## src/rtl/cordic_angle_prep_pkg.sv

```systemverilog
// Shared Q12.20 angle constants, FSM state type and quadrant encoding for the
// CORDIC angle-preparation stage and the rotation core that consumes it.
package cordic_angle_prep_pkg;

    localparam logic [31:0] ANG_90  = 32'h05A0_0000;
    localparam logic [31:0] ANG_180 = 32'h0B40_0000;
    localparam logic [31:0] ANG_270 = 32'h10E0_0000;
    localparam logic [31:0] ANG_360 = 32'h1680_0000;

    typedef enum logic [1:0] {
        ST_IDLE   = 2'd0,
        ST_REDUCE = 2'd1,
        ST_OUT    = 2'd2
    } state_t;

    typedef enum logic [1:0] {
        QUAD_0 = 2'd0,
        QUAD_1 = 2'd1,
        QUAD_2 = 2'd2,
        QUAD_3 = 2'd3
    } quadrant_t;

endpackage

```

## src/rtl/cordic_quadrant_fold.sv

```systemverilog
// Folds a reduced angle in [0,360) into [-90,+90] degrees, negating x/y with
// saturation when the half-turn is removed; also reports the quadrant.
module cordic_quadrant_fold
    import cordic_angle_prep_pkg::*;
#(
    parameter int N = 31,
    parameter int M = 31
) (
    input  logic [M:0] angle,
    input  logic [N:0] x_in,
    input  logic [N:0] y_in,
    output logic [M:0] angle_fold,
    output logic [N:0] x_fold,
    output logic [N:0] y_fold,
    output logic [1:0] quadrant
);

    localparam int AW = M + 1;
    localparam logic [M:0] A90  = AW'(ANG_90);
    localparam logic [M:0] A180 = AW'(ANG_180);
    localparam logic [M:0] A270 = AW'(ANG_270);
    localparam logic [M:0] A360 = AW'(ANG_360);

    localparam logic [N:0] MOST_NEG = {1'b1, {N{1'b0}}};
    localparam logic [N:0] MOST_POS = ~MOST_NEG;
    localparam logic [N:0] ONE      = {{N{1'b0}}, 1'b1};

    // Plain two's-complement negation would wrap the most negative value onto itself.
    function automatic logic [N:0] sat_neg(input logic [N:0] v);
        return (v == MOST_NEG) ? MOST_POS : (~v) + ONE;
    endfunction

    always_comb begin
        angle_fold = angle;
        x_fold     = x_in;
        y_fold     = y_in;
        if (angle > A270) begin
            angle_fold = angle - A360;
        end else if (angle > A90) begin
            angle_fold = angle - A180;
            x_fold     = sat_neg(x_in);
            y_fold     = sat_neg(y_in);
        end

        quadrant = QUAD_0;
        if (angle >= A270)
            quadrant = QUAD_3;
        else if (angle >= A180)
            quadrant = QUAD_2;
        else if (angle >= A90)
            quadrant = QUAD_1;
    end

endmodule

```

## src/rtl/cordic_angle_prep.sv

```systemverilog
// Angle range reduction and quadrant fold ahead of the CORDIC rotation core.
//
// state     | meaning
// ----------+-------------------------------------------------------------
// ST_IDLE   | in_ready high, waiting for an input handshake
// ST_REDUCE | subtract 360 per cycle until angle < 360, then fold + load
// ST_OUT    | first cycle arms out_valid, then hold outputs until consumed
module cordic_angle_prep
    import cordic_angle_prep_pkg::*;
#(
    parameter int N = 31,
    parameter int M = 31
) (
    input  logic       clk,
    input  logic       rst,
    input  logic [N:0] x0,
    input  logic [N:0] y0,
    input  logic [M:0] inanglei,
    input  logic       in_valid,
    output logic       in_ready,
    output logic [N:0] x_out,
    output logic [N:0] y_out,
    output logic [M:0] angle_out,
    output logic [1:0] quadrant,
    output logic       out_valid,
    input  logic       out_ready
);

    localparam int AW = M + 1;
    localparam logic [M:0] A360 = AW'(ANG_360);

    state_t     state;
    logic [N:0] x_reg;
    logic [N:0] y_reg;
    logic [M:0] ang_reg;
    logic [N:0] x_fold;
    logic [N:0] y_fold;
    logic [M:0] ang_fold;
    logic [1:0] quad_fold;

    cordic_quadrant_fold #(
        .N(N),
        .M(M)
    ) u_fold (
        .angle      (ang_reg),
        .x_in       (x_reg),
        .y_in       (y_reg),
        .angle_fold (ang_fold),
        .x_fold     (x_fold),
        .y_fold     (y_fold),
        .quadrant   (quad_fold)
    );

    assign in_ready = (state == ST_IDLE);

    always_ff @(posedge clk or negedge rst) begin
        if (!rst) begin
            state     <= ST_IDLE;
            x_reg     <= '0;
            y_reg     <= '0;
            ang_reg   <= '0;
            x_out     <= '0;
            y_out     <= '0;
            angle_out <= '0;
            quadrant  <= '0;
            out_valid <= 1'b0;
        end else begin
            case (state)
                ST_IDLE: begin
                    if (in_valid) begin
                        x_reg   <= x0;
                        y_reg   <= y0;
                        ang_reg <= inanglei;
                        state   <= ST_REDUCE;
                    end
                end
                ST_REDUCE: begin
                    if (ang_reg >= A360) begin
                        ang_reg <= ang_reg - A360;
                    end else begin
                        x_out     <= x_fold;
                        y_out     <= y_fold;
                        angle_out <= ang_fold;
                        quadrant  <= quad_fold;
                        state     <= ST_OUT;
                    end
                end
                ST_OUT: begin
                    // out_valid trails the state by one cycle so results appear k+2 edges after accept.
                    if (!out_valid) begin
                        out_valid <= 1'b1;
                    end else if (out_ready) begin
                        out_valid <= 1'b0;
                        state     <= ST_IDLE;
                    end
                end
                default: state <= ST_IDLE;
            endcase
        end
    end

endmodule

```

## config.mk

```make
export PLATFORM = sky130hd
export DESIGN_NAME = cordic_angle_prep
export DESIGN_NICKNAME = d
export VERILOG_FILES = /design/src/rtl/cordic_angle_prep_pkg.sv /design/src/rtl/cordic_quadrant_fold.sv /design/src/rtl/cordic_angle_prep.sv
export SDC_FILE = /design/constraint.sdc
export NUM_CORES = 1
export LEC_CHECK = 0
export CORE_ASPECT_RATIO = 1.2
export CORE_MARGIN = 5
export CORE_UTILIZATION = 53
export CTS_BUF_LIST = sky130_fd_sc_hd__clkbuf_8
export DETAILED_ROUTE_END_ITERATION = 12
export PLACE_DENSITY = 0.91
export SYNTH_ARGS = -nofsm -noshare
export SYNTH_HDL_FRONTEND = slang
export SYNTH_SLANG_ARGS = --single-unit
```

## constraint.sdc

```tcl
create_clock -name clk -period 3.35 [get_ports clk]
set_input_delay 0.8375 -clock clk [delete_from_list [all_inputs] [get_ports clk]]
set_output_delay 0.8375 -clock clk [all_outputs]
set_load 0.05 [all_outputs]
```

-- Word-level counts from Yosys, hierarchy flattened
Cells that the tools add are included.
Widths: inputs -> output; s select.
- flip-flop bits (word level): 197
- latch bits: 0
- bits in writable memories: 0
- memory bits (read-only): 0
- bits of input ports: 100
- output and inout port bits: 100
- word-level logic and storage cells: 58
- memories: 0
- add/subtract/negate cells: 4
- multiply operators: 0
- div/mod/pow operators: 0
- $lt $le $gt $ge: 6
- equality and inequality tests: 9
- shift operators: 0
- mux-type cells: 21
- bitwise gates (word level): 3
- reduce and logical (&&, ||, !) cells: 6
- operators with widths (kind ; number):
    $mux 32 ; 10
    $add 32x1->32 const B ; 2
    $eq 32x32->1 const B ; 2
    $ge 32x29->1 const B ; 2
    $not 32->32 ; 2
    $pmux 32 s2 ; 1
    $ge 32x27->1 const B ; 1
    $ge 32x28->1 const B ; 1
    $gt 32x27->1 const B ; 1
    $gt 32x29->1 const B ; 1
    $sub 32x28->32 const B ; 1
    $sub 32x29->32 const B ; 1
    $mux 2 ; 6
    $ne 2x2->1 const B ; 5
    $pmux 2 s3 ; 1
    $reduce_and 2->1 ; 2
    $reduce_and 4->1 ; 1
    $mux 1 ; 3
    $reduce_and 3->1 ; 1
    $eq 2x1->1 const B ; 1
    $eq 2x2->1 const B ; 1
    $logic_not 2->1 ; 1
    $reduce_bool 2->1 ; 1
    $not 1->1 ; 1

-- Longest topological paths before layout
- depth after elaboration: 5
- mapped depth: 12
- mapped depth without buffers: 9

-- Hierarchy
A second synthesis with hierarchy kept.
- cells, all modules: 1139
- area, all modules: 10442.5 sq um
- by module, submodules not included (module ; instances ; cells each ; area each (sq um)):
    cordic_angle_prep ; 1 ; 659 ; 7622.3
    cordic_quadrant_fold ; 1 ; 480 ; 2820.2

-- Worst setup path after synthesis
No wires, ideal clock.
- path kind: register to register
- start point: register y_reg[19]
- end point: register y_out[29]
- setup time: 0.118 ns
- arrival time: 2.713 ns
- required time: 3.232 ns
- setup slack: 0.519 ns
- cell stages (with the launch flop): 10
- buffers on the path: 2
- cell sequence: dfrtp_1 > or3_1 > buf_2 > or4_4 > or3_1 > buf_2 > or4_1 > a31oi_1 > a311oi_1 > a21o_1
- longest elaborated chain between the ends: 5
- RTL lines (element ; line ; text):
    start, declared ; cordic_angle_prep.sv:34 ; logic [N:0] y_reg;
    start signal, assigned ; cordic_angle_prep.sv:72 ; y_reg <= y0;
    $not 32->32 ; cordic_quadrant_fold.sv:30 ; return (v == MOST_NEG) ? MOST_POS : (~v) + ONE;
    $add 32x1->32 ; cordic_quadrant_fold.sv:30 ;
    $mux 32 (*) ; cordic_quadrant_fold.sv:30 ;
    $mux 32 (*) ; cordic_quadrant_fold.sv:39 ; end else if (angle > A90) begin
    $mux 32 (*) ; cordic_quadrant_fold.sv:37 ; if (angle > A270) begin
    end signal, assigned ; cordic_angle_prep.sv:82 ; y_out <= y_fold;
    end, declared ; cordic_angle_prep.sv:22 ; output logic [N:0] y_out,
Mark *: on every way between the ends. The rest lies on a longest branch, timed or not.
A chain may end at the register's enable or synchronous reset.

-- Worst setup path after layout
- start point: register ang_reg[24]
- end point: register y_out[20]
- longest elaborated chain between the ends: 3
- RTL lines (element ; line ; text):
    start, declared ; cordic_angle_prep.sv:35 ; logic [M:0] ang_reg;
    start signal, assigned ; cordic_angle_prep.sv:73 ; ang_reg <= inanglei;
    start signal, assigned ; cordic_angle_prep.sv:79 ; ang_reg <= ang_reg - A360;
    $gt 32x27->1 / $ge 32x29->1 (equally long branches) ; cordic_quadrant_fold.sv:39, cordic_angle_prep.sv:78 ;
    $mux 32 / $not 1->1 (equally long branches) ; - ;
    $mux 32 / $reduce_and 2->1 (equally long branches) ; - ;
Several ways; a longest one is shown, not always the timed one.

==> flow_metrics.py <==
metrics = {
    "worst_setup_path": {
        "worstReg2RegStart": "ang_reg[24]",
        "critical_path_class": "flop to flop",
        "required_ns": 3.70,
        "cpPeakStageDelay_ns": 0.51,
        "cp.arrival_ns": 3.41,
        "crit_chain": "inv_1 -> ha_1 -> nand3b_1 -> or4_1 -> nor4_2 -> or2_2 -> nand2_1 -> buf_12 -> nor3_1 -> a211oi_1",
        "ff2ff_path_depth": 10,
        "cpMaxStageDelayCell": "or4_1",
        "timing.rr.end": "y_out[20]",
        "r2r_slack_ns": 0.29,
        "critPathCaptureType": "flop",
        "critical_path.max_fanout": 20,
        "setup.worst_path.start_class": "flop",
    },
    "logic_synthesis": {
        "netlist.area_leader.share_pct": 50.99,
        "syn_nets": 1260,
        "synth_xor_xnor_area_share_pct": 0.4530,
        "synth_ff_type": "dfrtp_1",
        "yosysWarnings": 0,
        "synth-adder-area-share_pct": 1.294,
        "synth-edff-count": 0,
        "syn-cell-area_mm2": 0.009668,
        "synth_seq_cells": 197,
        "synth_top_cells_by_area": "dfrtp_1 51%, nand2_1 16%, o21ai_0 3.8%, a21oi_1 2.4%, nor2_1 2.3%",
        "postSynth.asyncResetShare_pct": 100.0,
        "synth_compound_area_share_pct": 16.23,
        "postSynthAreaPerCell_um2": 8.407,
        "synthCells": 1150,
        "yosysSeqAreaShare_pct": 50.99,
        "synth.distinct_cells": 60,
        "synth_top_family_by_area": "simple AND/OR/NAND/NOR gates",
        "synthSimpleGateAreaFrac_pct": 27.68,
        "synth_mux_area_share_pct": 0.1035,
        "yosysTopAreaCell": "dfrtp_1",
    },
    "layout": {
        "utilization_pct": 68.67,
        "final_cell_area_mm2": 0.01239,
        "fill_cells": 1367,
        "diodes": 0,
        "drive_above_1_share_pct": 6.306,
        "areaGrowthSynthToFinish_pct": 28.13,
        "final_nets": 1445,
    },
    "timing": {
        "fin_crit_ns": 3.060,
        "setup_viol": 0,
        "finalHoldViolations": 0,
        "fmax_mhz": 326.8,
        "slew_headroom_pct": 45.28,
        "rsz0062_at_grt": "false",
        "period_share_pct": 91.36,
        "finalWorstSetupSlack_ns": 0.2896,
        "timing.setup.tns_ns": 0,
        "skew_ns": 0.02287,
        "slew_viol_final": 0,
        "worstMarginPinSlew_ns": 0.8178,
    },
    "cts": {
        "cts_buffers": 17,
        "root_buffer": "clkbuf_8",
        "clkTransAtPathRegs_ns": 0.11,
        "htree_levels": 4,
        "worstSkewPairLatency_ns": 0.48,
        "clockBufferDepth": 2,
        "hold_buffers": 0,
        "cts_num_sinks": 197,
        "cts_tree": "built",
        "post_cts_buffers": 0,
    },
    "route": {
        "drt_first_pass_iters": 6,
        "wl_mm": 28.69,
        "wl_per_cell_um": 18.25,
        "vias": 9391,
        "ant_nets": 0,
        "avgViaCountPerCell": 5.974,
        "drtIter0Drc": 1014,
        "drc_errors": 0,
    },
    "grt": {
        "busiest_layer": "met2",
        "grt_usage_pct": 27.32,
        "grt_antenna_before_repair": 0,
        "grtUsageMet2_pct": 45.81,
        "gr-usage-met3_pct": 6.707,
        "grt-ovfl-total": 0,
        "grt_pass1_wl_mm": 46.48,
        "grt.met1_usage_pct": 34.27,
        "grt_max_degree": 81,
        "grt_pass1_vias": 9130,
    },
    "status": {
        "status": "finished clean",
    },
    "pwr": {
        "irDropWorstVdd_v": 0.0006717,
        "powerDensity_mw_per_mm2": 1018,
        "p_leak_uw": 0.005453,
    },
    "placed_design": {
        "port_buffers": 199,
        "place_hpwl_mm": 20.69,
        "preCtsSetupSlack_ns": 0.1757,
        "place_congestion": 0.9317,
        "placed_area_mm2": 0.01200,
    },
    "floorplan": {
        "die_h_um": 158.0,
        "fp.dieW_um": 133.3,
        "core_mm2": 0.01804,
        "dieArea_mm2": 0.02105,
        "rows": 54,
        "ios": 200,
        "start_util_pct": 53.59,
    },
    "run": {
        "cap_violations": 0,
    },
    "min_path": {
        "hold_path.class": "input port to async pin",
    },
}
power by group:
group	internal, uW	switching, uW	total (uW)	leakage, uW
logic	2250	4180	6430	0.00283
registers	3480	1190	4670	0.00243
clock network	572	933	1510	0.000191
total	6300	6310	12600	0.00545
final cells by class:
class,instances,area (um^2),share of cell area [%]
timing repair buffer,232,2281,18.41
sequential,197,4930,39.79
tap,224,280.3,2.262
inverter,14,52.55,0.4242
multi-input combinational,873,4457,35.98
clock inverter,14,140.1,1.131
clock buffer,18,247.7,2.000
metal layers:
| layer | share of wire (%) | routed length (um) |
|---|---|---|
| met1 | 39 | 11200 |
| met4 | 3.2 | 926 |
| met2 | 49 | 14050 |
| met5 | 0 | 0 |
| met3 | 8.7 | 2505 |
metrics by stage:
stage	total power, uW	hold WS (ns)	cells
after CTS	12590	0.4134	1572
after floorplan	8693	0.4610	1150
after global placement	10870	0.4607	1540
after detailed placement	11070	0.4615	1540
final	12600	0.3881	1572
after global routing	13390	0.4294	1572
how the worst max path moves through the flow:
stage	from	to	slack (ns)	depth (start not counted)
after CTS	ang_reg[24]	x_out[6]	0.15	9
after detailed placement	ang_reg[24]	x_out[6]	0.18	9
after global placement	ang_reg[18]	x_out[22]	0.31	7
final	ang_reg[24]	y_out[20]	0.29	10
after global routing	ang_reg[24]	y_out[13]	0.07	10
after floorplan	y_reg[19]	y_out[29]	0.52	9
cells in the final DEF, fill, tap and decap left out, drive strengths merged, types with 4 or more instances in the layout:
cell and n:
clkdlybuf4s50 198, o221ai 7, and3 5, clkinv 4
nor4 21, nor3 29, o21ai 77, a211oi 11
a21oi 46, o311ai 4, o31ai 16, nor2 59
a31oi 11, or3 30, dfrtp 197, clkbuf 19
or4 12, o22ai 9, a21o 6, nand4 7
nor3b 4, a311oi 15, or2 6, inv 22
o311a 4, nand3 18, nand2 405, nand2b 7
ha 10, buf 33, o21a 12
worst max-delay path: cells and delay by family, from the launching register on:
family                   cells  cell delay, ns
AO/OA/AOI/OAI                1            0.13
flip-flops                   1            0.49
adder cells (fa/ha/maj)      1            0.16
buffers and inverters        2            0.43
AND/OR/NAND/NOR              6            1.72
cell usage after synthesis (4+ instances only):
master / count
o311a_1: 4
o221ai_1: 7
nor3b_1: 4
o22ai_1: 9
clkbuf_1: 51
ha_1: 10
nand3_1: 18
buf_2: 11
a31oi_1: 11
o31ai_1: 16
or3_1: 30
nor4_1: 18
and3_1: 5
nand2b_1: 7
dfrtp_1: 197
a21oi_1: 46
o21a_1: 12
buf_1: 4
a21o_1: 6
a311oi_1: 15
inv_1: 14
nor2_1: 59
nor3_1: 29
nand2_1: 405
or2_2: 6
o311ai_0: 4
nand4_1: 7
or4_1: 11
a211oi_1: 11
o21ai_0: 74
kinds of logic after synthesis:
kind of cell             Yosys count
AND/OR/NAND/NOR                  614
AO/OA/AOI/OAI                    243
flip-flops                       197
buffers and inverters             80
adder cells (fa/ha/maj)           10
XOR/XNOR                           5
multiplexers                       1
repair_timing:
| item | in CTS | in global routing |
|---|---|---|
| endpoints found under the setup margin | 0 | 3 |
| resized for setup | 0 | 1 |
| endpoints found under the hold margin | 0 | 0 |
Note: power is estimated with default switching activity, not from simulation.
